[config.mk]
export PLATFORM = sky130hd
export DESIGN_NAME = clock_gen_bank
export DESIGN_NICKNAME = d
export VERILOG_FILES = /design/src/rtl/clock_gen_bank.sv
export SDC_FILE = /design/constraint.sdc
export NUM_CORES = 1
export LEC_CHECK = 0
export BUFFER_PORTS_ARGS = -buffer_cell sky130_fd_sc_hd__buf_2
export CORE_UTILIZATION = 54
export DETAILED_ROUTE_END_ITERATION = 8
export GPL_ROUTABILITY_DRIVEN = 0
export GPL_TIMING_DRIVEN = 0
export PLACE_DENSITY = 0.76
export SKIP_LAST_GASP = 1
export SYNTH_ARGS = -nofsm -noshare
export SYNTH_HDL_FRONTEND = slang
export SYNTH_SLANG_ARGS = --single-unit
[constraint.sdc]
create_clock -name clk -period 2.4 [get_ports clk]
set_input_delay 0.48 -clock clk [delete_from_list [all_inputs] [get_ports clk]]
set_output_delay 0.48 -clock clk [all_outputs]
set_load 0.05 [all_outputs]
[src/rtl/clock_gen_bank.sv]
// Bank of NUM_CH independent programmable clock dividers with boundary-safe ratio updates.
// Optional macro CLOCK_GEN_BANK_STROBE_EN enables the rise_stb/fall_stb edge strobes.
module clock_gen_bank #(
    parameter int unsigned NUM_CH       = 2,
    parameter int unsigned CNT_W        = 8,
    parameter int unsigned CH_W         = 1,
    parameter int unsigned HALF_DEFAULT = 5
) (
    input  logic              clk,
    input  logic              rst,
    input  logic [NUM_CH-1:0] ch_en,
    input  logic              sync,
    input  logic              cfg_we,
    input  logic [CH_W-1:0]   cfg_ch,
    input  logic [CNT_W-1:0]  cfg_half,
    output logic [NUM_CH-1:0] clk_out,
    output logic [NUM_CH-1:0] rise_stb,
    output logic [NUM_CH-1:0] fall_stb
);

    logic [NUM_CH-1:0][CNT_W-1:0] half_q, half_d;
    logic [NUM_CH-1:0][CNT_W-1:0] pend_q, pend_d;
    logic [NUM_CH-1:0][CNT_W-1:0] cnt_q, cnt_d;
    logic [NUM_CH-1:0]            pend_v_q, pend_v_d;
    logic [NUM_CH-1:0]            out_q, out_d;

    logic             cfg_hit;
    logic [CNT_W-1:0] cfg_val;

    assign cfg_hit = cfg_we && (32'(cfg_ch) < NUM_CH);
    // A zero half-period would never terminate a phase; treat it as the fastest ratio.
    assign cfg_val = (cfg_half == '0) ? CNT_W'(1) : cfg_half;

    always_comb begin
        half_d   = half_q;
        pend_d   = pend_q;
        pend_v_d = pend_v_q;
        cnt_d    = cnt_q;
        out_d    = out_q;
        for (int i = 0; i < NUM_CH; i++) begin
            if (sync || !ch_en[i]) begin
                cnt_d[i] = '0;
                out_d[i] = 1'b0;
                if (pend_v_q[i]) begin
                    half_d[i]   = pend_q[i];
                    pend_v_d[i] = 1'b0;
                end
            end else if (cnt_q[i] == half_q[i] - CNT_W'(1)) begin
                cnt_d[i] = '0;
                out_d[i] = ~out_q[i];
                // Only the high-to-low toggle is a safe point to switch ratio.
                if (out_q[i] && pend_v_q[i]) begin
                    half_d[i]   = pend_q[i];
                    pend_v_d[i] = 1'b0;
                end
            end else begin
                cnt_d[i] = cnt_q[i] + CNT_W'(1);
            end
            // Write lands after any apply, so a same-edge write waits for the next boundary.
            if (cfg_hit && (cfg_ch == CH_W'(i))) begin
                pend_d[i]   = cfg_val;
                pend_v_d[i] = 1'b1;
            end
        end
    end

    always_ff @(posedge clk) begin
        if (rst) begin
            half_q   <= {NUM_CH{CNT_W'(HALF_DEFAULT)}};
            pend_q   <= '0;
            pend_v_q <= '0;
            cnt_q    <= '0;
            out_q    <= '0;
        end else begin
            half_q   <= half_d;
            pend_q   <= pend_d;
            pend_v_q <= pend_v_d;
            cnt_q    <= cnt_d;
            out_q    <= out_d;
        end
    end

    assign clk_out = out_q;

`ifdef CLOCK_GEN_BANK_STROBE_EN
    logic [NUM_CH-1:0] rise_q, fall_q;

    always_ff @(posedge clk) begin
        if (rst) begin
            rise_q <= '0;
            fall_q <= '0;
        end else begin
            rise_q <= out_d & ~out_q;
            fall_q <= ~out_d & out_q;
        end
    end

    assign rise_stb = rise_q;
    assign fall_stb = fall_q;
`else
    assign rise_stb = '0;
    assign fall_stb = '0;
`endif

endmodule

==> key figures <==
Route
  – Vias per inst: 5.64
  – Residual DRC: 0
  – Iter 0 DRT Violations: 172
  – Final WL: 6.28 mm
  – TritonRoute pass-1 iters: 4
  – Antenna Nets Post-Route: 0
  – DR vias: 2458
  – Routed wire length per instance: 14.4 um

Yosys
  – Ys Warns: 0
  – Synth cell types: 51
  – Number of enable flip-flop cells after synthesis: 0
  – Area leader, netlist: dfxtp_1
  – Sequential area share after synthesis: 37.2%
  – Synth Register Bits: 52
  – Mean Syn Cell Area: 8.26 um2
  – Ys async rst share: 0%
  – Cells after Synth: 339
  – Synth Flop Type: dfxtp_1
  – Ranking of synthesized cells by area: dfxtp_1, nand2_1, nor2_1
  – Post-Syn Area: 2800 um2
  – Yosys top cell area share: 37.2%

Floorplan
  – Die Y: 74.0 um
  – Die Area: 5480 um2
  – # rows: 25
  – Chip Width: 74.0 um
  – Core Region: 4850 um2
  – IO Pins: 21
  – Starting density of the core: 57.7%

Cells and area
  – Design Area, Final: 3290 um2
  – Nets: 387
  – Final core occ: 67.8%
  – Synthesis-to-layout area growth: 17.4%
  – Layout Cells excl Fill: 436
  – Fill cells: 418
  – Proportion of layout cells with a drive suffix above 1: 17.6%
  – # diodes: 0

Run
  – MaxCap Viol Count: 0

Global route
  – Initial antenna violation count: 0
  – Congestion Overflow GR: 0
  – Total GRT Usage: 23.0%
  – Largest net degree at the start of global routing: 18
  – Number of global-route vias before repair: 2110
  – First-pass GRT wire length: 9.66 mm

Worst setup path
  – WP data arrival: 2.70 ns
  – CP Capture Type: register
  – Slowest cell on the critical path: or4_4
  – Worst R2R End: half_q[9]
  – R2r worst-path depth: 7
  – Crit path launch type: register
  – Slowest stage delay, CP: 0.55 ns
  – Crit-path max FO: 6
  – WS Path Type: reg -> reg
  – Slack of the worst reg-to-reg path: -0.08 ns
  – Critical Path Sink: half_q[9]
  – Worst-path cell chain: or4_4 -> o221a_4 -> a311oi_4 -> a211oi_2 -> buf_4 -> a2111o_1 -> o311ai_1
  – RR Startpoint: half_q[8]
  – Crit path from: half_q[8]
  – CP Data Required Time: 2.61 ns

Power and ir drop
  – Leak pwr: 0.00110 uW
  – P per Cell Area: 503 nW/um2
  – Peak VDD IR: 437 uV
  – Pwr Total: 1650 uW

Timing
  – Hold slack: 0.424 ns
  – Worst slew pin tran: 0.649 ns
  – Skew final: 0.00820 ns
  – Worst rel slew slack: 56.8%
  – Final setup violation count: 2
  – Final period util: 104%
  – Min Clock Period, post-route: 2.48 ns
  – Final setup margin: -0.0848 ns
  – Hold Violations, Final: 0
  – Max-slew violation count: 0
  – RSZ-0062 raised after global routing: true
  – Fmax: 402 MHz

Clock network
  – H-tree depth: 2
  – TritonCTS clock tree: built
  – Max clock buf depth: 2
  – Clock slew at reported path FFs: 0.10 ns
  – Clk root buf: clkbuf_8
  – CTS Buf Count: 5
  – Clock latency on the worst-skew pair: 0.31 ns
  – CTS Sinks: 52
  – Count of hold buffers inserted by post-cts repair: 0

Place
  – DP HPWL: 4.21 mm
  – Placed Instances: 425
  – Port bufs: 16
  – Placed Instance Area: 2970 um2

Status
  – Status: complete, but fails checks
  – Failing checks: negative setup slack

Hold path
  – Worst min path class: in -> reg
==> synth_stat cells (2+ instances only) <==
master / n
nor2b_1: 4
nor2_1: 38
clkbuf_1: 12
mux2i_1: 8
xor2_1: 14
nand2_1: 41
a21oi_1: 17
or4b_2: 2
or3_1: 2
a2111oi_0: 2
ha_1: 4
buf_1: 4
nand2b_1: 15
nand4_1: 2
dfxtp_1: 52
xnor2_1: 13
inv_1: 8
or4_4: 2
o311ai_0: 6
and3_1: 6
nor3b_1: 14
buf_4: 4
a211oi_1: 5
o2111ai_1: 2
and2_1: 3
or3b_2: 3
nand3_1: 10
o21ai_0: 7
nor4_1: 4
o31a_1: 3
o211ai_1: 3
o31ai_1: 3
nor3_1: 8
==> critical path: cells and delay by family, from the launching register on <==
family | cells | cell delay [ns]
buf+inv | 1 | 0.19
flops | 1 | 0.39
simple gates | 1 | 0.55
compound gates | 5 | 1.26
==> cell families (layout without fill, tap and decap cells) <==
family          count (synthesis)  in the layout  share of synthesized area, %
other cells                     1              4                         0.134
flops                          52             52                          37.2
buf+inv                        28             55                          4.29
compound gates                 60             60                          15.9
simple gates                  159            159                          29.4
fa+ha+maj                       4              4                          1.79
mux                             8              8                          2.86
xor+xnor                       27             27                          8.45
==> flip-flops by register name (all words and copies together), names as in the netlist <==
signal / count
pend_v_q: 2
cnt_q: 16
half_q: 16
clk_out: 2
pend_q: 16
==> per-stage QoR <==
step	worst slack, ns	TNS, ns
floorplan	0.0905	0
global placement	-0.187	-2.03
detailed placement	-0.256	-3.59
CTS	-0.0794	-0.134
global route	-0.111	-0.539
finish	-0.0848	-0.0879
==> power breakdown <==
| group | internal, uW | switching [uW] | total [uW] |
|---|---|---|---|
| clock | 209 | 302 | 512 |
| sequential | 887 | 26.2 | 913 |
| combinational | 89.2 | 138 | 228 |
==> layer usage <==
| metal | global-route usage [%] | up-vias | wire [um] |
|---|---|---|---|
| li1 | - | 1252 | - |
| met1 | 30.0 | 1129 | 2950 |
| met2 | 38.2 | 63 | 2970 |
| met3 | 4.20 | 14 | 265 |
| met4 | 8.12 | 0 | 93 |
| met5 | 0 | - | 0 |
==> area by class of cell <==
type	instances	area [um2]	share of cell area, %
Buffer	20	90.1	2.74
Clock buffer	5	68.8	2.09
Clock inverter	3	22.5	0.685
Inverter	8	30.0	0.914
Multi-Input combinational cell	262	1830	55.7
Sequential cell	52	1050	31.9
Tap cell	67	83.8	2.55
Timing Repair Buffer	19	115	3.50
==> repair_timing <==
action	in CTS	in global routing
pin swaps	3	6
gates resized for setup	8	32
endpoints found under the setup margin	25	33
buffers inserted	2	1
==> worst min-delay path by stage <==
stage / start / end / slack, ns / cells past startpoint
final: cfg_half[6] / pend_q[6] / 0.42 / 3
after global routing: cfg_half[4] / pend_q[12] / 0.43 / 3
after CTS: cfg_half[6] / pend_q[6] / 0.42 / 3
after detailed placement: pend_q[7] / pend_q[7] / 0.45 / 2
after global placement: pend_q[7] / pend_q[7] / 0.44 / 2
after floorplan: pend_q[15] / pend_q[15] / 0.44 / 2
==> cell usage in the layout, fill, tap and decap left out, types with 4 or more instances in the layout <==
cell type,instances
mux2i_1,8
clkbuf_1,12
buf_2,16
dfxtp_1,49
buf_4,6
buf_1,4
nor3b_1,12
inv_1,7
a21oi_1,17
nand2_1,40
nor2b_1,4
clkbuf_8,5
and3_1,6
o21ai_0,6
a211oi_1,4
xnor2_1,13
nor2_1,38
conb_1,4
xor2_1,14
nor3_1,8
nand3_1,10
nand2b_1,15
(Power assumes the default switching activity.)
